**src/rtl/mem_arbiter.sv**
```systemverilog
// Two-port line-request arbiter sharing one slow memory between I-cache and D-cache.
// One transaction in flight at a time; a one-cycle RELEASE gap separates consecutive grants.
module mem_arbiter #(
    parameter int unsigned RR_EN = 1
) (
    input  logic          clk,
    input  logic          proc_reset,

    input  logic          mem_read_I,
    input  logic [31:4]   mem_addr_I,
    output logic [127:0]  mem_rdata_I,
    output logic          mem_ready_I,

    input  logic          mem_read_D,
    input  logic          mem_write_D,
    input  logic [31:4]   mem_addr_D,
    input  logic [127:0]  mem_wdata_D,
    output logic [127:0]  mem_rdata_D,
    output logic          mem_ready_D,

    output logic          mem_read,
    output logic          mem_write,
    output logic [31:4]   mem_addr,
    output logic [127:0]  mem_wdata,
    input  logic [127:0]  mem_rdata,
    input  logic          mem_ready,

    output logic          busy
);

    typedef enum logic [1:0] {
        StIdle,
        StGntI,
        StGntD,
        StRelease
    } state_e;

    state_e         r_state;
    state_e         w_state_next;
    logic           r_mem_read;
    logic           r_mem_write;
    logic [31:4]    r_mem_addr;
    logic [127:0]   r_mem_wdata;
    // 1 = D side held the most recent completed grant, 0 = I side
    logic           r_last_gnt_d;

    logic           w_mem_read_next;
    logic           w_mem_write_next;
    logic [31:4]    w_mem_addr_next;
    logic [127:0]   w_mem_wdata_next;
    logic           w_last_gnt_d_next;

    logic           w_req_I;
    logic           w_req_D;
    logic           w_pick_d;

    assign w_req_I = mem_read_I;
    assign w_req_D = mem_read_D | mem_write_D;

    // D wins when it is alone, under fixed priority, or when I was served last.
    assign w_pick_d = w_req_D && (!w_req_I || (RR_EN == 0) || !r_last_gnt_d);

    always_comb begin
        w_state_next      = r_state;
        w_mem_read_next   = r_mem_read;
        w_mem_write_next  = r_mem_write;
        w_mem_addr_next   = r_mem_addr;
        w_mem_wdata_next  = r_mem_wdata;
        w_last_gnt_d_next = r_last_gnt_d;

        unique case (r_state)
            StIdle: begin
                if (w_req_I || w_req_D) begin
                    if (w_pick_d) begin
                        w_state_next     = StGntD;
                        // A pending write-back goes first; the read waits for a later grant.
                        w_mem_write_next = mem_write_D;
                        w_mem_read_next  = mem_read_D & ~mem_write_D;
                        w_mem_addr_next  = mem_addr_D;
                        w_mem_wdata_next = mem_wdata_D;
                    end else begin
                        w_state_next     = StGntI;
                        w_mem_write_next = 1'b0;
                        w_mem_read_next  = 1'b1;
                        w_mem_addr_next  = mem_addr_I;
                        w_mem_wdata_next = '0;
                    end
                end
            end
            StGntI, StGntD: begin
                if (mem_ready) begin
                    w_state_next      = StRelease;
                    w_mem_read_next   = 1'b0;
                    w_mem_write_next  = 1'b0;
                    w_last_gnt_d_next = (r_state == StGntD);
                end
            end
            StRelease: begin
                w_state_next = StIdle;
            end
            default: begin
                w_state_next = StIdle;
            end
        endcase
    end

    always_ff @(posedge clk or posedge proc_reset) begin
        if (proc_reset) begin
            r_state      <= StIdle;
            r_mem_read   <= 1'b0;
            r_mem_write  <= 1'b0;
            r_mem_addr   <= '0;
            r_mem_wdata  <= '0;
            r_last_gnt_d <= 1'b0;
        end else begin
            r_state      <= w_state_next;
            r_mem_read   <= w_mem_read_next;
            r_mem_write  <= w_mem_write_next;
            r_mem_addr   <= w_mem_addr_next;
            r_mem_wdata  <= w_mem_wdata_next;
            r_last_gnt_d <= w_last_gnt_d_next;
        end
    end

    assign mem_read    = r_mem_read;
    assign mem_write   = r_mem_write;
    assign mem_addr    = r_mem_addr;
    assign mem_wdata   = r_mem_wdata;
    assign busy        = (r_state != StIdle);

    assign mem_rdata_I = mem_rdata;
    assign mem_rdata_D = mem_rdata;
    assign mem_ready_I = mem_ready && (r_state == StGntI);
    assign mem_ready_D = mem_ready && (r_state == StGntD);

endmodule

```
**config.mk**
```make
export PLATFORM = sky130hd
export DESIGN_NAME = mem_arbiter
export DESIGN_NICKNAME = d
export VERILOG_FILES = /design/src/rtl/mem_arbiter.sv
export SDC_FILE = /design/constraint.sdc
export NUM_CORES = 1
export LEC_CHECK = 0
export BUFFER_PORTS_ARGS = -buffer_cell sky130_fd_sc_hd__buf_2
export CAP_MARGIN = 20
export CORE_AREA = 2 2 284 286
export DETAILED_ROUTE_END_ITERATION = 7
export DIE_AREA = 0 0 286 288
export PLACE_DENSITY = 0.39
export SKIP_CTS_REPAIR_TIMING = 1
export SLEW_MARGIN = 20
export SYNTH_ARGS = -nofsm -noshare
export SYNTH_HDL_FRONTEND = slang
export SYNTH_SLANG_ARGS = --single-unit
export TNS_END_PERCENT = 30
```
**constraint.sdc**
```tcl
create_clock -name clk -period 6.7 [get_ports clk]
set_input_delay 0 -clock clk [delete_from_list [all_inputs] [get_ports clk]]
set_output_delay 0 -clock clk [all_outputs]
set_load 0.05 [all_outputs]
```
==> results of run 1 <==
[flip-flops by register name (all words and copies together), names as in the netlist]
| name | count |
|---|---|
| mem_write | 1 |
| mem_read | 1 |
| mem_wdata | 128 |
| mem_addr | 28 |
| r_last_gnt_d | 1 |
| r_state | 2 |
[cell type report]
| type | instances | area (um^2) | area share (%) |
|---|---|---|---|
| inverters | 5 | 26.3 | 0.218 |
| clock inverters | 13 | 149 | 1.24 |
| well taps | 1060 | 1330 | 11.0 |
| flip-flops and latches | 161 | 4030 | 33.5 |
| clock buffers | 19 | 453 | 3.76 |
| repair buffers | 544 | 3670 | 30.5 |
| multi-input cells | 493 | 2370 | 19.7 |
[metal layers]
layer	track usage [%]	vias up
met5	0	-
met1	6.76	3099
met4	5.58	0
met3	3.34	123
li1	-	3337
met2	9.82	404
[final timing paths]
kind / end / cells past startpoint
worst max register to register: mem_wdata[18] / 6
min in group asynchronous: mem_wdata[82] / 3
worst min-delay path: mem_rdata_I[48] / 0
worst min register to register: mem_wdata[98] / 2
max in group asynchronous: mem_wdata[118] / 4
worst max-delay path: mem_wdata[18] / 6
[cell usage after synthesis]
| library cell | number |
|---|---|
| nand2_1 | 285 |
| buf_4 | 258 |
| dfrtp_1 | 161 |
| o21ai_0 | 118 |
| o21ai_1 | 38 |
| mux2i_1 | 31 |
| clkbuf_1 | 27 |
| buf_2 | 12 |
| buf_6 | 11 |
| ha_1 | 5 |
| inv_1 | 5 |
| and2_1 | 2 |
| mux2_2 | 2 |
| nor3_1 | 2 |
| a211o_1 | 1 |
| a21boi_0 | 1 |
| a21oi_1 | 1 |
| a22o_1 | 1 |
| a22oi_1 | 1 |
| a2bb2oi_2 | 1 |
| nor2_1 | 1 |
| nor3b_1 | 1 |
| o2bb2ai_1 | 1 |
| o31ai_4 | 1 |
[through the flow]
step	instances	util, %
2_1_floorplan	967	-
3_3_place_gp	2077	12.0
3_5_place_dp	2077	12.0
4_1_cts	2109	12.8
5_1_grt	2295	15.1
6_report	2295	15.1
[critical path, stage by stage, from the launching register on]
cell and delay [ps]:
dfrtp_1 380, inv_1 100, ha_1 310, o31ai_4 90
buf_4 660, buf_4 760, o21ai_0 230
[logic make-up after synthesis]
family / synth area share (%)
compound gates: 10.0
fa+ha+maj: 0.725
buf+inv: 26.0
flops: 46.7
mux: 3.86
simple gates: 12.8
[report_power, final]
part	switching [mW]	internal [mW]	leakage (nW)
Combinational	2.21	0.678	3.54
Sequential	0.204	1.38	2.06
Clock	0.470	0.577	0.298
Total	2.89	2.63	5.90
==> metrics.txt, run 1 <==
status=finished, final reports clean; Root Buffer=clkbuf_16; Detailed Route WL=28500 um; All-Layer GR Usage=between 6 and 7%; top cells by area, synth=dfrtp_1, buf_4, nand2_1; Avg Cell Area, Syn=around 9 um^2; Max clock buf depth=2; die area=~80000 um^2; Tmin final=around 2800 ps; sequential share of the synthesized area=between 40% and 50%; post-synth top area cell=dfrtp_1; f_max=352 MHz; Final Instance Area=~12000 um^2; max_cap viols=0; fin crit share=between 40 and 50%; first-pass GRT wire length=just under 40000 um; total power per unit cell area=around 460 nW/um^2; Rows=between 100 and 150; Fin Hold WS=about 0.024 ps; Slew Viols, Final=0; headroom to the max-slew limit=37.6%; clk slew on worst S/H paths=approximately 80 ps; min-delay worst type=in -> out; First DRT Iteration DRCs=roughly 240; largest net degree at the start of global routing=between 100 and 150; metal2 WL=about 13000 um; area grow syn2layout=39.4%; CTS tree=built; net count after synthesis=1290; Final setup violation count=0; IO Count=roughly 740; H-tree depth=4; input/output buffers=between 300 and 400; top-area cell type share of the netlist area=a little under half; Final GP Congestion=0.750; # diodes=0; Max FO, Critical Path=100; total grt overflow=0; worst skew pair latency=470 ps; met3 routed wirelength=roughly 3000 um; met1 WL=10800 um; origin of the critical flop-to-flop path=r_state[0]; synth warn=0; WS Path Type=reg -> reg; Hold Crit Start=mem_rdata[48]; PnR worst setup slack=3860 ps; Slew @ Worst Pin=approximately 940 ps; share of cells above drive strength 1=between 30% and 40%; vias in the first global route=around 6400; Critical Path Start Type=flip-flop; R2R Setup Slk=just under 4000 ps; Vias=6963; Core ar.=~80000 um^2; Post-Place Setup Slack=approximately 3800 ps; cell count after synthesis=~970; DR WL/cell=between 10 and 15 um; Starting Density=between 10% and 20%; die width=about 290 um; post-synth cell types=24; final hold viol count=0; Fin Clk Skew=~15 ps; WP data required=approximately 7000 ps; FILL cells=~9100; Final TNS setup=0 ps; Die Ht=~290 um; layout net count=~1500; Avg Vias per Cell=3.03; dpl cell area=approximately 9600 um^2; residual DRC count=0; maximum vdd drop=0.000171 V; cell area after synthesis=~8600 um^2; Setup crit start=r_state[0]; DRT antenna net count=0; CTS Buf Count=17; WP data arrival=3150 ps; # clock sinks=161; most frequent cells in the layout=buf_2, nand2_1, dlygate4sd3_1, dfrtp_1, o21ai_0; top layer in use=met4; Power, Total=5.52 mW; Initial DRT Pass Iterations=4; Synth Register Bits=161; initial antenna violation count=0; Pleak=slightly below 6 nW; CP Capture Type=flip-flop; RSZ-0062 raised after global routing=no; hpwl dp=just over 20000 um; most common cell after layout, fill and taps aside=buf_2
Power figures use the tool's default switching activity.
==> inputs of run 2 (changes only) <==
--- a/config.mk
+++ b/config.mk
@@ -5,11 +5,12 @@
 export SDC_FILE = /design/constraint.sdc
 export NUM_CORES = 1
 export LEC_CHECK = 0
+export ABC_AREA = 1
 export BUFFER_PORTS_ARGS = -buffer_cell sky130_fd_sc_hd__buf_2
 export CAP_MARGIN = 20
-export CORE_AREA = 2 2 284 286
+export CORE_AREA = 2 2 289 291
 export DETAILED_ROUTE_END_ITERATION = 7
-export DIE_AREA = 0 0 286 288
+export DIE_AREA = 0 0 291 293
 export PLACE_DENSITY = 0.39
 export SKIP_CTS_REPAIR_TIMING = 1
 export SLEW_MARGIN = 20
==> constraint.sdc (replaced) <==
create_clock -name clk -period 2.75 [get_ports clk]
set_input_delay 0 -clock clk [delete_from_list [all_inputs] [get_ports clk]]
set_output_delay 0 -clock clk [all_outputs]
set_load 0.05 [all_outputs]
==> run 2 against run 1 <==
Against the previous run: cell count rose by 5.8%; clock skew is 6.4 ps lower; power increased to 2.6 times the previous value; clock power up 140%; maximum frequency grew 18%; first-iteration DRC count is 28% higher; non-clock buffer count up 15; critical path depth rose by 2; critical path type unchanged; largest power group unchanged.
==> metrics.txt, run 2 <==
min-delay worst type=in -> out; total power per unit cell area=1160 nW/um^2; hpwl dp=about 23000 um; grt met3 use=under 10%; first-pass GRT wire length=about 45000 um; Slew Viols, Final=0; Vias=just under 8000; synth warn=0; post-synth top area cell=dfrtp_1; Starting Density=between 10 and 15%; headroom to the max-slew limit=40.1%; met1 Use GR=~7.1%; Max FO, Critical Path=120; vias in the first global route=between 7000 and 8000; post-synth cell types=19; First DRT Iteration DRCs=between 300 and 400; crit-path max cell delay=a little under 600 ps; Synth Register Bits=approximately 160; most frequent cell on the critical path=inv_1; top cells by area, synth=dfrtp_1, buf_4, nand2_1; Root Buffer=clkbuf_16; Final GP Congestion=0.734; largest net degree at the start of global routing=between 100 and 150; worst skew pair latency=roughly 480 ps; most instantiated cells after synthesis=nand2_1, buf_4, dfrtp_1; Max clock buf depth=2; RSZ-0062 raised after global routing=no; f_max=between 400 and 500 MHz; most frequent cells in the layout=nand2_1, buf_2, dlygate4sd3_1, dfrtp_1, nand3_1; maximum vdd drop=0.000743 V; worst-path cell chain=inv_1, ha_1, inv_1, a21oi_4, buf_12, nand3_1, dlygate4sd3_1, nand2_1; Rows=105; share of cells above drive strength 1=a little under a third; die area=~85000 um^2; max reg flops=128; area grow syn2layout=39.5%; input/output buffers=between 300 and 400; number of flops mapped to enable cells by yosys=0; clk slew on worst S/H paths=80 ps; WP data required=3160 ps; Critical Path Start Type=flip-flop; layout net count=about 1700; All-Layer GR Usage=roughly 7.3%; cell area after synthesis=slightly below 9000 um^2; Final setup violation count=0; grt met2 use=between 10% and 20%; PnR worst setup slack=348 ps; cell count after synthesis=around 1100; Fin Clk Skew=slightly below 9 ps; fin crit share=just under 90%; die width=a little under 300 um; net count after synthesis=1403; busiest grt layer=met2; WS Path Type=reg -> reg; FFs w/ async S/R, synth=100%; residual DRC count=0; most frequent cell after synthesis=nand2_1; total grt overflow=0; Post-Place Setup Slack=713 ps; Synth Flop Type=dfrtp_1; Slew @ Worst Pin=897 ps; WP data arrival=between 2000 and 3000 ps; Initial DRT Pass Iterations=4; IO Count=about 740; status=finished, final reports clean; initial antenna violation count=8; H-tree depth=4; Avg Vias per Cell=3.18; slowest CP cell=dlygate4sd3_1; final hold viol count=0; Final TNS setup=0 ps; sequential share of the synthesized area=45.1%; Final Instance Area=around 12000 um^2; CP Capture Type=flip-flop; Tmin final=2400 ps; # clock sinks=about 160; CTS tree=built; CTS Buf Count=17; max_cap viols=0; top-area cell type share of the netlist area=roughly 45%; Die Ht=293 um; Pleak=about 6.5 nW; Core ar.=~82000 um^2; Detailed Route WL=32300 um; DR WL/cell=around 13 um; most common cell after layout, fill and taps aside=nand2_1; DRT antenna net count=0; dpl cell area=10000 um^2; Avg Cell Area, Syn=slightly above 8 um^2
## run 2: cells by family after synthesis
logic type,count (synthesis),synth area share (%)
simple gates,554,26.8
buf+inv,356,27.1
flops,161,45.1
fa+ha+maj,5,0.700
compound gates,4,0.364
## run 2: final timing paths
check                                   start  cells past startpoint  slack (ps)         endpoint
worst max-delay path               r_state[0]                      8         350     mem_addr[10]
worst min-delay path            mem_rdata[18]                      0        0.01  mem_rdata_I[18]
worst max register to register     r_state[0]                      8         350     mem_addr[10]
worst min register to register    mem_addr[8]                      2         470      mem_addr[8]
max in group asynchronous          proc_reset                      4        1730    mem_wdata[29]
min in group asynchronous          proc_reset                      3         250   mem_wdata[104]
## run 2: layout make-up
type                    instances  area [um^2]
diodes                          1         2.50
clock buffers                  17          425
clock inverters                14          156
fillers                      9331        69400
inverters                      43          173
multi-input cells             563         2490
flip-flops and latches        161         4030
well taps                    1070         1340
repair buffers                559         3850
## run 2: power breakdown
part	total (mW)	switching, mW	internal [mW]
Clock	2.53	1.19	1.34
Combinational	8.02	6.06	1.96
Sequential	3.87	0.513	3.36
## run 2: per-stage QoR
| stage | hold slack, ps | utilization, % | instances | total power [mW] |
|---|---|---|---|---|
| 2_1_floorplan | 104 | - | 1080 | 10.6 |
| 3_3_place_gp | 0.497 | 12.2 | 2209 | 11.6 |
| 3_5_place_dp | 0.497 | 12.2 | 2209 | 11.7 |
| 4_1_cts | -336 | 12.9 | 2240 | 14.4 |
| 5_1_grt | 0.108 | 15.2 | 2428 | 15.4 |
| 6_report | 0.0118 | 15.2 | 2428 | 14.4 |
## run 2: per-layer routing
| layer | part of all wire (%) | routed length [um] | up-vias |
|---|---|---|---|
| met2 | 47 | 15100 | 362 |
| li1 | - | - | 3643 |
| met1 | 36 | 11600 | 3581 |
| met5 | 0.19 | 63 | - |
| met3 | 12 | 4020 | 129 |
| met4 | 4.8 | 1550 | 10 |
## run 2: critical path: cells and delay by family, from the launching register on
kind            cells  cell delay (ps)
buf+inv             4             1260
flops               1              410
compound gates      1              210
fa+ha+maj           1              210
simple gates        2              200
